$ cat src/rtl/d_reg_rr_arbiter_if.sv
// rtl/d_reg_rr_arbiter_if.sv - requester/register bundle for the round-robin D register arbiter
interface d_reg_rr_arbiter_if #(
    parameter int NREQ  = 4,
    parameter int WIDTH = 4
);
    localparam int IDW = $clog2(NREQ);

    logic [NREQ-1:0]       REQ;
    logic [NREQ-1:0]       LOCK;
    logic [NREQ*WIDTH-1:0] D_IN;
    logic                  CLR;
    logic [WIDTH-1:0]      Q;
    logic [NREQ-1:0]       GNT;
    logic [IDW-1:0]        OWNER;
    logic                  VALID;
    logic                  LOCKED;

    modport master (
        output REQ, LOCK, D_IN, CLR,
        input  Q, GNT, OWNER, VALID, LOCKED
    );

    modport slave (
        input  REQ, LOCK, D_IN, CLR,
        output Q, GNT, OWNER, VALID, LOCKED
    );
endinterface

$ cat src/rtl/d_reg_rr_arbiter.sv
// rtl/d_reg_rr_arbiter.sv - round-robin, lockable write arbiter in front of a shared D register
module d_reg_rr_arbiter #(
    parameter int  NREQ  = 4,
    parameter int  WIDTH = 4,
    localparam int IDW   = $clog2(NREQ)
) (
    input  logic                 CLK,
    input  logic                 RST,
    d_reg_rr_arbiter_if.slave    bus
);
    typedef enum logic {S_OPEN, S_LOCKED} state_t;

    state_t           state_q, state_d;
    logic [WIDTH-1:0] q_q, q_d;
    logic [NREQ-1:0]  gnt_q, gnt_d;
    logic [IDW-1:0]   owner_q, owner_d;
    logic [IDW-1:0]   ptr_q, ptr_d;
    logic             valid_q, valid_d;

    logic             win_found;
    logic [IDW-1:0]   win_idx;

    // Wraps at NREQ-1 explicitly so non-power-of-two NREQ never yields an out-of-range index.
    function automatic logic [IDW-1:0] next_idx(input logic [IDW-1:0] i);
        return (i == IDW'(NREQ - 1)) ? '0 : i + IDW'(1);
    endfunction

    // Scan from the highest offset down so the closest requester to ptr_q is written last.
    always_comb begin
        int             idx;
        logic [IDW-1:0] idx_w;
        win_found = 1'b0;
        win_idx   = '0;
        idx       = 0;
        idx_w     = '0;
        for (int k = NREQ - 1; k >= 0; k--) begin
            idx = int'(ptr_q) + k;
            if (idx >= NREQ) begin
                idx = idx - NREQ;
            end
            idx_w = IDW'(idx);
            if (bus.REQ[idx_w]) begin
                win_found = 1'b1;
                win_idx   = idx_w;
            end
        end
    end

    always_comb begin
        state_d = state_q;
        q_d     = q_q;
        gnt_d   = '0;
        owner_d = owner_q;
        ptr_d   = ptr_q;
        valid_d = valid_q;
        if (bus.CLR) begin
            q_d     = '0;
            valid_d = 1'b0;
            state_d = S_OPEN;
        end else begin
            case (state_q)
                S_OPEN: begin
                    if (win_found) begin
                        q_d            = bus.D_IN[win_idx*WIDTH +: WIDTH];
                        gnt_d[win_idx] = 1'b1;
                        owner_d        = win_idx;
                        valid_d        = 1'b1;
                        ptr_d          = next_idx(win_idx);
                        if (bus.LOCK[win_idx]) begin
                            state_d = S_LOCKED;
                        end
                    end
                end
                S_LOCKED: begin
                    if (bus.REQ[owner_q]) begin
                        q_d            = bus.D_IN[owner_q*WIDTH +: WIDTH];
                        gnt_d[owner_q] = 1'b1;
                        valid_d        = 1'b1;
                    end
                    // Releasing the lock still lets the final write in this cycle land.
                    if (!bus.LOCK[owner_q]) begin
                        state_d = S_OPEN;
                        ptr_d   = next_idx(owner_q);
                    end
                end
                default: state_d = S_OPEN;
            endcase
        end
    end

    always_ff @(posedge CLK or negedge RST) begin
        if (!RST) begin
            state_q <= S_OPEN;
            q_q     <= '0;
            gnt_q   <= '0;
            owner_q <= '0;
            ptr_q   <= '0;
            valid_q <= 1'b0;
        end else begin
            state_q <= state_d;
            q_q     <= q_d;
            gnt_q   <= gnt_d;
            owner_q <= owner_d;
            ptr_q   <= ptr_d;
            valid_q <= valid_d;
        end
    end

    assign bus.Q      = q_q;
    assign bus.GNT    = gnt_q;
    assign bus.OWNER  = owner_q;
    assign bus.VALID  = valid_q;
    assign bus.LOCKED = (state_q == S_LOCKED);
endmodule
$ cat src/flat_wrapper.sv
// flat-port wrapper written by rule: the top's interface ports become plain ports
module d_reg_rr_arbiter_flat 
#(
    parameter int  NREQ  = 4,
    parameter int  WIDTH = 4,
    localparam int IDW   = $clog2(NREQ)
)
  (CLK, RST, bus_REQ, bus_LOCK, bus_D_IN, bus_CLR, bus_Q, bus_GNT, bus_OWNER, bus_VALID, bus_LOCKED);
  d_reg_rr_arbiter_if #(.NREQ(NREQ), .WIDTH(WIDTH)) bus_i ();
  input  logic CLK;
  input  logic RST;
  input wire logic [$bits(bus_i.REQ)-1:0] bus_REQ;
  input wire logic [$bits(bus_i.LOCK)-1:0] bus_LOCK;
  input wire logic [$bits(bus_i.D_IN)-1:0] bus_D_IN;
  input wire logic [$bits(bus_i.CLR)-1:0] bus_CLR;
  output wire logic [$bits(bus_i.Q)-1:0] bus_Q;
  output wire logic [$bits(bus_i.GNT)-1:0] bus_GNT;
  output wire logic [$bits(bus_i.OWNER)-1:0] bus_OWNER;
  output wire logic [$bits(bus_i.VALID)-1:0] bus_VALID;
  output wire logic [$bits(bus_i.LOCKED)-1:0] bus_LOCKED;
  assign bus_i.REQ = bus_REQ;
  assign bus_i.LOCK = bus_LOCK;
  assign bus_i.D_IN = bus_D_IN;
  assign bus_i.CLR = bus_CLR;
  assign bus_Q = bus_i.Q;
  assign bus_GNT = bus_i.GNT;
  assign bus_OWNER = bus_i.OWNER;
  assign bus_VALID = bus_i.VALID;
  assign bus_LOCKED = bus_i.LOCKED;
  d_reg_rr_arbiter #(.NREQ(NREQ), .WIDTH(WIDTH)) u_core (.CLK(CLK), .RST(RST), .bus(bus_i));
endmodule
$ cat config.mk
export PLATFORM = sky130hd
export DESIGN_NAME = d_reg_rr_arbiter_flat
export DESIGN_NICKNAME = d
export VERILOG_FILES = /design/src/rtl/d_reg_rr_arbiter_if.sv /design/src/rtl/d_reg_rr_arbiter.sv /design/src/flat_wrapper.sv
export SDC_FILE = /design/constraint.sdc
export NUM_CORES = 1
export LEC_CHECK = 0
export ABC_AREA = 1
export BUFFER_PORTS_ARGS = -buffer_cell sky130_fd_sc_hd__buf_2
export CORE_ASPECT_RATIO = 0.8
export CORE_MARGIN = 4
export CORE_UTILIZATION = 51
export DETAILED_ROUTE_END_ITERATION = 16
export PLACE_DENSITY = 0.8
export SLEW_MARGIN = 20
export SYNTH_ARGS = -nofsm -noshare
export SYNTH_HDL_FRONTEND = slang
export SYNTH_SLANG_ARGS = --single-unit
$ cat constraint.sdc
create_clock -name CLK -period 2.43 [get_ports CLK]
set_input_delay 0.1215 -clock CLK [delete_from_list [all_inputs] [get_ports CLK]]
set_output_delay 0.1215 -clock CLK [all_outputs]
set_load 0.01 [all_outputs]
==> results of run 1 <==
[registers in the layout, summed over array words and instances (netlist names)]
register / cells
u_core.bus.GNT: 4
u_core.bus.Q: 4
u_core.bus.OWNER: 2
u_core.ptr_q: 2
u_core.bus.LOCKED: 1
u_core.bus.VALID: 1
[report_power, final]
group	switching (W)	total (W)	internal [W]	leakage [nW]
clock	0.0000699	0.000127	0.0000573	0.0138
sequential	0.000118	0.000449	0.000331	0.180
combinational	0.00102	0.00156	0.000533	0.675
[per-stage QoR]
stage	total power [W]	instance area (sq um)	instances	setup WS (ns)
6_report	0.002134	1484	245	0.4088
5_1_grt	0.002360	1484	245	0.2189
4_1_cts	0.002119	1484	245	0.4136
3_5_place_dp	0.001988	1451	241	0.4316
3_3_place_gp	0.001930	1451	241	0.5285
2_1_floorplan	0.001626	1249	181	0.7252
[layout make-up]
| class | count | area share |
|---|---|---|
| clock buffers | 3 | 0.01518 |
| inverters | 16 | 0.04722 |
| multi-input cells | 148 | 0.5455 |
| flip-flops and latches | 14 | 0.2361 |
| well taps | 25 | 0.02108 |
| repair buffers | 39 | 0.1349 |
[synthesized netlist by cell type]
cell / instances
sky130_fd_sc_hd__o22ai_1: 1
sky130_fd_sc_hd__o21ai_0: 7
sky130_fd_sc_hd__a21oi_1: 3
sky130_fd_sc_hd__o211ai_1: 1
sky130_fd_sc_hd__inv_4: 1
sky130_fd_sc_hd__o21ai_1: 4
sky130_fd_sc_hd__dfrtp_1: 14
sky130_fd_sc_hd__nand3_4: 1
sky130_fd_sc_hd__clkbuf_1: 2
sky130_fd_sc_hd__nand3_1: 38
sky130_fd_sc_hd__ha_1: 8
sky130_fd_sc_hd__nor2_1: 4
sky130_fd_sc_hd__nor3_2: 1
sky130_fd_sc_hd__nor2_8: 1
sky130_fd_sc_hd__buf_6: 1
sky130_fd_sc_hd__nand2_2: 14
sky130_fd_sc_hd__inv_2: 3
sky130_fd_sc_hd__nand3_2: 3
sky130_fd_sc_hd__nor2_4: 1
sky130_fd_sc_hd__nand2_4: 2
sky130_fd_sc_hd__nand2_1: 59
sky130_fd_sc_hd__inv_1: 11
sky130_fd_sc_hd__inv_8: 1
[worst max-delay path by stage]
stage	startpoint	end	slack [ns]	cells past startpoint
2_1_floorplan	u_core.ptr_q[0]$_DFFE_PN0P_	u_core.ptr_q[1]$_DFFE_PN0P_	0.73	14
3_3_place_gp	u_core.ptr_q[0]$_DFFE_PN0P_	u_core.ptr_q[1]$_DFFE_PN0P_	0.53	14
3_5_place_dp	u_core.ptr_q[0]$_DFFE_PN0P_	u_core.ptr_q[1]$_DFFE_PN0P_	0.43	14
4_1_cts	u_core.ptr_q[0]$_DFFE_PN0P_	u_core.ptr_q[1]$_DFFE_PN0P_	0.41	14
5_1_grt	u_core.ptr_q[0]$_DFFE_PN0P_	u_core.ptr_q[1]$_DFFE_PN0P_	0.22	14
6_report	u_core.ptr_q[0]$_DFFE_PN0P_	u_core.ptr_q[1]$_DFFE_PN0P_	0.41	14
[kinds of logic after synthesis]
family / share of synthesized area
AND/OR/NAND/NOR: 0.5010
buffers and inverters: 0.07115
AO/OA/AOI/OAI: 0.06713
flip-flops: 0.2806
adder cells (fa/ha/maj): 0.08016
[repair_timing]
item	in CTS	in global routing
endpoints found under the hold margin	14	0
endpoints found under the setup margin	0	0
buffers inserted	0	0
hold buffers	1	0
[metal layers]
| layer | routed length, microns | part of all wire | up-vias |
|---|---|---|---|
| met2 | 1611 | 0.50 | 43 |
| li1 | - | - | 672 |
| met1 | 1391 | 0.43 | 616 |
| met4 | 19 | 0.0059 | 0 |
| met3 | 181 | 0.057 | 2 |
| met5 | 0 | 0 | - |
[worst max-delay path: cells and delay by family, from the launching register on]
kind | cells | cell delay, ns
AOI/OAI and AO/OA | 2 | 0.18
adders and majority gates | 1 | 0.28
DFF | 1 | 0.59
and+or+nand+nor | 9 | 0.72
buffers and inverters | 2 | 0.14
==> metrics.log, run 1 <==
INFO  metric status = completed
INFO  metric finalCriticalPeriod = 2.021 ns
INFO  metric drt_first_pass_iters = 4
INFO  metric grt_antenna_before_repair = 0
INFO  metric synth_sequential_area_ratio = 0.2806
INFO  metric most_repeated_library_cell_on_the_critical_path = sky130_fd_sc_hd__nand2_1
INFO  metric final_common_cell = sky130_fd_sc_hd__nand2_1
INFO  metric timing.slew.headroom = 0.7352
INFO  metric routedWlPerCell = 13.07 microns
INFO  metric cts-root-buf = sky130_fd_sc_hd__clkbuf_4
INFO  metric synth_cells = 181
INFO  metric netlist-cell-type-count = 23
INFO  metric grt-ovfl-total = 0
INFO  metric timing.rr.end = u_core.ptr_q[1]$_DFFE_PN0P_
INFO  metric fp.dieArea = 3309 sq um
INFO  metric grt_setup_unrepaired = no
INFO  metric yosys_register_bits = 14
INFO  metric placement_rows = 15
INFO  metric totalNegativeSetupSlack = 0 ns
INFO  metric hpwlAfterDp = 2609 microns
INFO  metric timing.reg2reg.worst_path_depth = 14
INFO  metric finalCritPeriodShare = 0.8318
INFO  metric count_of_inserted_antenna_diode_cells = 0
INFO  metric post_synth.cell_area_avg = 6.899 sq um
INFO  metric ys_warn_count = 0
INFO  metric postCtsResizedCells = 0
INFO  metric reg2reg_slack = 0.41 ns
INFO  metric min_from = bus_CLR
INFO  metric fmax = 494.8 MHz
INFO  metric synth_largest_type_area_fraction = 0.2806
INFO  metric drive_above_1_share = 0.3136
INFO  metric sequential_cell_area = 350.3 sq um
INFO  metric layout-area-overhead-vs-synth = 18.84%
INFO  metric worst_path_max_delay_cell = sky130_fd_sc_hd__dfrtp_1
INFO  metric drt.antenna.violating_nets = 0
INFO  metric maxCapViolCount = 0
INFO  metric dr_total_vias = 1333
INFO  metric crit_path_max_fanout = 8
INFO  metric worst_slack_on_hold_paths = 0.07513 ns
INFO  metric numCtsBuffers = 3
INFO  metric viasPerCell = 5.441
INFO  metric worst_hold_path.endpoint = u_core.bus.LOCKED$_DFF_PN0_
INFO  metric power-per-cell-area = 1438 nW/um^2
INFO  metric cp.required = 2.59 ns
INFO  metric die_y = 52.26 microns
INFO  metric mappedNetlistNets = 216
INFO  metric worst_hold_path.num_cells = 2
INFO  metric power.leakage = 0.8686 nW
INFO  metric crit_arrival = 2.19 ns
INFO  metric gp_congestion = 0.9867
INFO  metric nFillCells = 210
INFO  metric globalRouteMet2Util = 0.3709
INFO  metric setup_viol = 0
INFO  metric drt_iter0_drc = 58
INFO  metric clock_sink_count = 14
INFO  metric die_width = 63.32 microns
INFO  metric synth.area.top_cells = sky130_fd_sc_hd__dfrtp_1 28%, sky130_fd_sc_hd__nand2_1 18%, sky130_fd_sc_hd__nand3_1 15%, sky130_fd_sc_hd__ha_1 8.0%, sky130_fd_sc_hd__nand2_2 7.0%
INFO  metric synth_area = 1249 sq um
INFO  metric worst_ir_drop_vdd = 769.1 uV
INFO  metric cp_slowest_stage_delay = 0.59 ns
INFO  metric finalNetCount = 257
INFO  metric insertion_delay = 0.27 ns
INFO  metric grt_use_met3 = 0.01502
INFO  metric gr-usage-met1 = 0.2595
INFO  metric critPathCaptureType = flip-flop
INFO  metric grt_max_degree = 15
INFO  metric htreeDepth = 1
INFO  metric worst_hold_check_path_type = in -> reg
INFO  metric crit_chain = inv_8, nand2_2, nand2_1, nand2_2, nand3_1, o21ai_1, nand2_1, nand2_2, inv_2, ha_1, nand2_1, nand2_1, nand2_1, o21ai_1
INFO  metric routed_wire_length = 3203 microns
INFO  metric cts.reportedPaths.clkPinSlew = 0.08 ns
INFO  metric grt_pass1_wl = 5382 microns
INFO  metric final_hold_viol_count = 0
INFO  metric number_of_global_route_vias_before_repair = 1244
INFO  metric final-max-slew-violation-count = 0
INFO  metric post-route-util = 0.6644
INFO  metric grt_use_total = 0.2041
INFO  metric layout_common_cells = 59 x sky130_fd_sc_hd__nand2_1, 38 x sky130_fd_sc_hd__nand3_1, 38 x sky130_fd_sc_hd__buf_2
INFO  metric initial_utilization = 0.5591
INFO  metric crit-reg2reg-launch = u_core.ptr_q[0]$_DFFE_PN0P_
INFO  metric drc = 0
INFO  metric tightest_slew = 0.3973 ns
INFO  metric floorplan.core_area = 2233 sq um
INFO  metric criticalPathCategory = reg -> reg
INFO  metric yosysTopAreaCell = sky130_fd_sc_hd__dfrtp_1
INFO  metric io_pins = 39
INFO  metric startpoint_type = flip-flop
INFO  metric grt-busiest-layer = met2
INFO  metric clock-skew-final = 0.003518 ns
INFO  metric clock_tree.buffer_depth = 2
INFO  metric multi_input_comb_area = 809.5 sq um
INFO  metric tritoncts = done
INFO  metric place.port_buffers = 38
Power figures use the tool's default switching activity.
==> run 2: changes to the inputs <==
==> constraint.sdc (replaced) <==
create_clock -name CLK -period 2.11 [get_ports CLK]
set_input_delay 0.1055 -clock CLK [delete_from_list [all_inputs] [get_ports CLK]]
set_output_delay 0.1055 -clock CLK [all_outputs]
set_load 0.01 [all_outputs]
==> run 2 against run 1 <==
Setup slack worse by 0.23 ns. Non-clock buffer count is the same. Final area increased by 0.42%. Sequential share of layout area is essentially flat. Critical path type unchanged. Critical endpoint unchanged. Largest power group unchanged.
==> metrics.log, run 2 (synthesized netlist as in run 1, its figures left out) <==
INFO  metric placement_rows = 15 (unchanged)
INFO  metric viasPerCell = 5.527 (+1.6%)
INFO  metric post-place-cells = 241 (unchanged)
INFO  metric post-cts-setup-buffer-count = 0 (unchanged)
INFO  metric drt.antenna.violating_nets = 0 (unchanged)
INFO  metric cts-root-buf = sky130_fd_sc_hd__clkbuf_4
INFO  metric drc = 0 (unchanged)
INFO  metric routedWlPerCell = 13.16 microns (+0.66%)
INFO  metric crit_path_max_fanout = 6 (-2)
INFO  metric criticalPathCategory = reg -> reg
INFO  metric finish.cell_count_without_fillers = 245 (unchanged)
INFO  metric htreeDepth = 1 (unchanged)
INFO  metric floorplan.core_area = 2233 sq um (unchanged)
INFO  metric drive_above_1_share = 0.3182 (+0.004545)
INFO  metric final_hold_viol_count = 0 (unchanged)
INFO  metric routed_wire_length = 3224 microns (+0.66%)
INFO  metric count_of_inserted_antenna_diode_cells = 0 (unchanged)
INFO  metric layout_common_cells = 59 x sky130_fd_sc_hd__nand2_1, 38 x sky130_fd_sc_hd__nand3_1, 38 x sky130_fd_sc_hd__buf_2
INFO  metric number_of_global_route_vias_before_repair = 1232 (-0.96%)
INFO  metric worst_ir_drop_vdd = 885.7 uV (+15%)
INFO  metric cp.required = 2.28 ns (-0.31 ns)
INFO  metric tightest_slew = 0.3080 ns (-0.08929 ns)
INFO  metric gp_congestion = 0.9865 (about the same)
INFO  metric grt_use_total = 0.2028 (-0.001306)
INFO  metric fmax = 516.8 MHz (+4.5%)
INFO  metric dpl_cell_area = 1451 sq um (unchanged)
INFO  metric drt_first_pass_iters = 4 (unchanged)
INFO  metric power-per-cell-area = 1661 nW/um^2 (+16%)
INFO  metric fp.dieArea = 3309 sq um (unchanged)
INFO  metric power.leakage = 0.8698 nW (+0.13%)
INFO  metric status = completed
INFO  metric final-max-slew-violation-count = 0 (unchanged)
INFO  metric finalCritPeriodShare = 0.9171 (+0.08529)
INFO  metric drt_iter0_drc = 71 (+22%)
INFO  metric final_common_cell = sky130_fd_sc_hd__nand2_1
INFO  metric setup_viol = 0 (unchanged)
INFO  metric clock-skew-final = 0.001556 ns (-0.001963 ns)
INFO  metric grt_setup_unrepaired = no
INFO  metric totalNegativeSetupSlack = 0 ns (unchanged)
INFO  metric initial_utilization = 0.5591 (unchanged)
INFO  metric worst_path_max_delay_cell = sky130_fd_sc_hd__dfrtp_1
INFO  metric grt_max_degree = 15 (unchanged)
INFO  metric clock_sink_count = 14 (unchanged)
INFO  metric grt_pass1_wl = 5354 microns (-0.52%)
INFO  metric timing.slew.headroom = 0.7947 (+0.05953)
INFO  metric grt_antenna_before_repair = 0 (unchanged)
INFO  metric hpwlAfterDp = 2598 microns (-0.41%)
INFO  metric io_pins = 39 (unchanged)
INFO  metric layout-area-overhead-vs-synth = 19.34%
INFO  metric tritoncts = done
INFO  metric clock_tree.buffer_depth = 2 (unchanged)
INFO  metric most_repeated_library_cell_on_the_critical_path = sky130_fd_sc_hd__nand2_1
INFO  metric maxCapViolCount = 0 (unchanged)
INFO  metric finalCriticalPeriod = 1.935 ns (-0.08621 ns)
INFO  metric die_y = 52.26 microns (unchanged)
INFO  metric nFillCells = 207 (-1.4%)
INFO  metric place.port_buffers = 38 (unchanged)
INFO  metric sequential_cell_area = 351.6 sq um (+0.36%)
INFO  metric worst_slack_on_hold_paths = 0.05590 ns (-0.01923 ns)
INFO  metric die_width = 63.32 microns (unchanged)
INFO  metric startpoint_type = flip-flop
INFO  metric grt-ovfl-total = 0 (unchanged)
INFO  metric finalInstanceArea = 1490 sq um (+0.42%)
INFO  metric crit_arrival = 2.10 ns (-0.09 ns)
INFO  metric critPathCaptureType = flip-flop
INFO  metric cts.reportedPaths.clkPinSlew = 0.08 ns (about the same)
INFO  metric crit_chain = inv_2, nand2_1, nand2_2, nand2_4, nand3_1, o21ai_1, nand2_1, nand2_4, inv_2, ha_1, nand2_1, nand2_1, nand2_1, o21ai_1
INFO  metric numCtsBuffers = 3 (unchanged)
INFO  metric worst_hold_check_path_type = in -> reg
INFO  metric dr_total_vias = 1354 (+1.6%)
INFO  metric cp_slowest_stage_delay = 0.45 ns (-0.14 ns)
INFO  metric multi_input_comb_area = 814.5 sq um (+0.62%)
INFO  metric insertion_delay = 0.27 ns (about the same)
INFO  metric finalNetCount = 257 (unchanged)
-- run 2: cell types whose count changed in the layout (fill, tap and decap cells not counted) --
cell and change:
sky130_fd_sc_hd__dfrtp_1 -1, sky130_fd_sc_hd__dfrtp_2 +1, sky130_fd_sc_hd__nand2_2 -1, sky130_fd_sc_hd__nand2_4 +1
-- run 2: path summary, 6_finish.rpt --
path | startpoint | end | slack [ns] | cells past startpoint
worst min-delay path | bus_CLR | u_core.bus.LOCKED$_DFF_PN0_ | 0.06 | 2
worst min register to register | u_core.bus.Q[0]$_DFFE_PN0P_ | u_core.bus.Q[0]$_DFFE_PN0P_ | 0.49 | 2
worst max register to register | u_core.ptr_q[1]$_DFFE_PN0P_ | u_core.ptr_q[1]$_DFFE_PN0P_ | 0.18 | 14
max in group asynchronous | RST | u_core.ptr_q[0]$_DFFE_PN0P_ | 1.61 | 2
min in group asynchronous | RST | u_core.bus.OWNER[0]$_DFFE_PN0P_ | 0.25 | 2
worst max-delay path | u_core.ptr_q[1]$_DFFE_PN0P_ | u_core.ptr_q[1]$_DFFE_PN0P_ | 0.18 | 14
-- run 2: critical path: cells and delay by family, from the launching register on --
kind,cells,cell delay (ns)
and+or+nand+nor,9,0.73
buffers and inverters,2,0.15
DFF,1,0.45
adders and majority gates,1,0.28
AOI/OAI and AO/OA,2,0.20
-- run 2: timing repair --
item,4_1_cts,5_1_grt
gates resized for setup,0,2
endpoints found under the hold margin,14,0
hold buffers,1,0
endpoints found under the setup margin,0,1
-- run 2: stage by stage --
step	setup slack (ns)	total power, W	utilization
final	0.1750	0.002475	0.6672
after global placement	0.2085	0.002223	0.6499
after global routing	0.01671	0.002737	0.6672
after floorplan	0.4052	0.001873	-
after CTS	0.09502	0.002444	0.6644
after detailed placement	0.1092	0.002293	0.6499
-- run 2: cell type report --
type                            count  share of cell area
Multi-Input combinational cell    148              0.5466
Sequential cell                    14              0.2359
Timing Repair Buffer               39              0.1343
Inverter                           16             0.04702
Tap cell                           25             0.02099
Clock buffer                        3             0.01511
-- run 2: where the power goes --
group | total, W | internal (W) | switching [W]
sequential | 0.000518 | 0.000384 | 0.000134
combinational | 0.00181 | 0.000619 | 0.00119
clock | 0.000147 | 0.0000661 | 0.0000806
total | 0.00248 | 0.00107 | 0.00141
-- run 2: per-layer routing --
metal,GRT usage,vias up,share of wire
li1,-,667,-
met3,0.01717,5,0.053
met1,0.2664,632,0.45
met4,0.06452,0,0.011
met5,0,-,0
met2,0.3553,50,0.49
==> run 3: changes to the inputs <==
--- a/config.mk
+++ b/config.mk
@@ -11,7 +11,9 @@
 export CORE_MARGIN = 4
 export CORE_UTILIZATION = 51
 export DETAILED_ROUTE_END_ITERATION = 16
+export HOLD_SLACK_MARGIN = 0.15
 export PLACE_DENSITY = 0.8
+export SETUP_SLACK_MARGIN = 0.5
 export SLEW_MARGIN = 20
 export SYNTH_ARGS = -nofsm -noshare
 export SYNTH_HDL_FRONTEND = slang
==> run 3 against run 2 <==
Setup slack improved by 0.033 ns. Register-to-register slack improved by 0.03 ns. Critical path depth fell by 1. Maximum frequency rose by 1.7%. Highest routed layer unchanged. Die area did not move. Critical endpoint is now u_core.bus.Q[0]$_DFFE_PN0P_. Sequential power fell by 3.9%. Total power rose by 22%. Non-clock buffer count rose by 12. Global-route usage rose by 2.2 points. Clock power rose by 33%. Hold slack improved by 0.13 ns.
==> metrics.log, run 3 (synthesized netlist as in run 1, its figures left out) <==
INFO  metric worst_slack_on_hold_paths = 0.1853 ns (+0.1294 ns)
INFO  metric timing.slew.headroom = 0.7821 (-0.01255)
INFO  metric crit-reg2reg-launch = u_core.ptr_q[0]$_DFFE_PN0P_
INFO  metric drt_iter0_drc = 125 (+76%)
INFO  metric clock_sink_count = 14 (unchanged)
INFO  metric grt_antenna_before_repair = 0 (unchanged)
INFO  metric drt_first_pass_iters = 4 (unchanged)
INFO  metric grt_setup_unrepaired = yes
INFO  metric insertion_delay = 0.28 ns (about the same)
INFO  metric gp_congestion = 0.8448 (-14%)
INFO  metric initial_utilization = 0.5591 (unchanged)
INFO  metric hpwlAfterDp = 2647 microns (+1.9%)
INFO  metric cp_slowest_stage_delay = 0.53 ns (+0.08 ns)
INFO  metric tritoncts = done
INFO  metric cts-root-buf = sky130_fd_sc_hd__clkbuf_4
INFO  metric startpoint_type = flip-flop
INFO  metric maxCapViolCount = 0 (unchanged)
INFO  metric die_width = 63.32 microns (unchanged)
INFO  metric cts.reportedPaths.clkPinSlew = 0.09 ns (about the same)
INFO  metric grt-ovfl-total = 0 (unchanged)
INFO  metric critPathCaptureType = flip-flop
INFO  metric grt_use_met3 = 0.02146 (+0.004292)
INFO  metric numCtsBuffers = 3 (unchanged)
INFO  metric finalNetCount = 270 (+5.1%)
INFO  metric finalCriticalPeriod = 1.902 ns (-0.03323 ns)
INFO  metric setup_viol = 0 (unchanged)
INFO  metric dr_total_vias = 1467 (+8.3%)
INFO  metric count_of_inserted_antenna_diode_cells = 0 (unchanged)
INFO  metric worst_hold_check_path_type = in -> reg
INFO  metric power.leakage = 0.9620 nW (+11%)
INFO  metric globalRouteMet2Util = 0.3744 (+0.01906)
INFO  metric drive_above_1_share = 0.4274 (+0.1092)
INFO  metric critical-path-top-delay-family = simple AND/OR/NAND/NOR gates
INFO  metric clock-skew-final = 0.008003 ns (+0.006447 ns)
INFO  metric place.port_buffers = 38 (unchanged)
INFO  metric finalCritPeriodShare = 0.9013 (-0.01575)
INFO  metric crit_arrival = 2.07 ns (-0.03 ns)
INFO  metric final_common_cell = sky130_fd_sc_hd__nand2_1
INFO  metric status = completed
INFO  metric drt.antenna.violating_nets = 0 (unchanged)
INFO  metric layout-area-overhead-vs-synth = 35.37%
INFO  metric worst_path_max_delay_cell = sky130_fd_sc_hd__dfrtp_2
INFO  metric criticalPathCategory = reg -> reg
INFO  metric routed_wire_length = 3656 microns (+13%)
INFO  metric gr-usage-met1 = 0.3042 (+0.03777)
INFO  metric placement_rows = 15 (unchanged)
INFO  metric grt_pass1_wl = 5920 microns (+11%)
INFO  metric grt-busiest-layer = met2
INFO  metric crit_path_max_fanout = 8 (+2)
INFO  metric fp.dieArea = 3309 sq um (unchanged)
INFO  metric tightest_slew = 0.3268 ns (+0.01882 ns)
INFO  metric final_hold_viol_count = 0 (unchanged)
INFO  metric finalInstanceArea = 1690 sq um (+13%)
INFO  metric worst_ir_drop_vdd = 954.8 uV (+7.8%)
INFO  metric power-per-cell-area = 1783 nW/um^2 (+7.4%)
INFO  metric routedWlPerCell = 14.12 microns (+7.3%)
INFO  metric drc = 0 (unchanged)
INFO  metric htreeDepth = 1 (unchanged)
INFO  metric crit_chain = inv_8, nand2_2, nand3_2, nand2_2, nand3_2, nand2_2, nand2_2, nand3_4, nand2_4, nand2_1, nand3_1, nand3_1, nand2_1
INFO  metric die_y = 52.26 microns (unchanged)
INFO  metric io_pins = 39 (unchanged)
INFO  metric grt_use_total = 0.2248 (+0.02201)
INFO  metric finish.cell_count_without_fillers = 259 (+5.7%)
INFO  metric layout_common_cells = 50 x sky130_fd_sc_hd__nand2_1, 38 x sky130_fd_sc_hd__buf_2, 34 x sky130_fd_sc_hd__nand3_1
INFO  metric viasPerCell = 5.664 (+2.5%)
INFO  metric min_from = bus_D_IN[9]
INFO  metric critical_path_buf_inv_count = 1 (-1)
INFO  metric reg2reg_slack = 0.21 ns (+0.03 ns)
INFO  metric cp.required = 2.28 ns (about the same)
INFO  metric post-place-cells = 243 (+0.83%)
INFO  metric totalNegativeSetupSlack = 0 ns (unchanged)
INFO  metric floorplan.core_area = 2233 sq um (unchanged)
INFO  metric dpl_cell_area = 1496 sq um (+3.1%)
INFO  metric grt_max_degree = 15 (unchanged)
INFO  metric final-max-slew-violation-count = 0 (unchanged)
INFO  metric fmax = 525.8 MHz (+1.7%)
INFO  metric number_of_global_route_vias_before_repair = 1316 (+6.8%)
INFO  metric clock_tree.buffer_depth = 2 (unchanged)
INFO  metric worst_setup_path_startpoint = u_core.ptr_q[0]$_DFFE_PN0P_
INFO  metric most_repeated_library_cell_on_the_critical_path = sky130_fd_sc_hd__nand2_2
-- run 3: per-layer routing --
metal	vias up	routed length (microns)
met5	-	0
met1	665	1514
li1	707	-
met2	87	1747
met4	0	55
met3	8	338
-- run 3: worst reg2reg max path, stage by stage, from the launching register on --
cell                      delay [ns]
sky130_fd_sc_hd__dfrtp_2        0.53
sky130_fd_sc_hd__inv_8          0.08
sky130_fd_sc_hd__nand2_2        0.09
sky130_fd_sc_hd__nand3_2        0.09
sky130_fd_sc_hd__nand2_2        0.10
sky130_fd_sc_hd__nand3_2        0.09
sky130_fd_sc_hd__nand2_2        0.09
sky130_fd_sc_hd__nand2_2        0.12
sky130_fd_sc_hd__nand3_4        0.16
sky130_fd_sc_hd__nand2_4        0.09
sky130_fd_sc_hd__nand2_1        0.07
sky130_fd_sc_hd__nand3_1        0.08
sky130_fd_sc_hd__nand3_1        0.14
sky130_fd_sc_hd__nand2_1        0.06
-- run 3: path summary, 6_finish.rpt --
kind                                               endpoint  cells after the start
worst max-delay path            u_core.bus.Q[0]$_DFFE_PN0P_                     13
worst min-delay path            u_core.bus.Q[1]$_DFFE_PN0P_                      5
worst max register to register  u_core.bus.Q[0]$_DFFE_PN0P_                     13
worst min register to register  u_core.bus.Q[3]$_DFFE_PN0P_                      2
max in group asynchronous       u_core.ptr_q[0]$_DFFE_PN0P_                      2
min in group asynchronous       u_core.bus.GNT[2]$_DFF_PN0_                      2
-- run 3: area by class of cell --
| class | instances | area (sq um) |
|---|---|---|
| Timing Repair Buffer | 51 | 292.8 |
| Inverter | 16 | 72.57 |
| Fill cell | 157 | 543.0 |
| Tap cell | 25 | 31.28 |
| Multi-Input combinational cell | 149 | 904.6 |
| Clock buffer | 4 | 36.28 |
| Sequential cell | 14 | 352.8 |
-- run 3: where the power goes --
part           total, W  internal, W  switching [W]
Clock          0.000195     0.000105      0.0000904
Sequential     0.000498     0.000386       0.000112
Combinational   0.00232     0.000890        0.00143
Total           0.00301      0.00138        0.00163
-- run 3: stage by stage --
step / setup slack, ns / util / power, W
6_report: 0.2083 / 0.7569 / 0.003014
5_1_grt: 0.1241 / 0.7569 / 0.003293
4_1_cts: 0.2713 / 0.7412 / 0.002854
3_5_place_dp: 0.06613 / 0.6700 / 0.002388
3_3_place_gp: 0.2195 / 0.6700 / 0.002310
2_1_floorplan: 0.4420 / - / 0.001927
-- run 3: what timing repair did --
item,CTS,global route
gates cloned,0,1
setup buffers,8,1
hold buffers,2,0
hold endpoints to repair,16,0
resized for setup,12,6
pin swaps,8,4
setup endpoints to repair,14,14
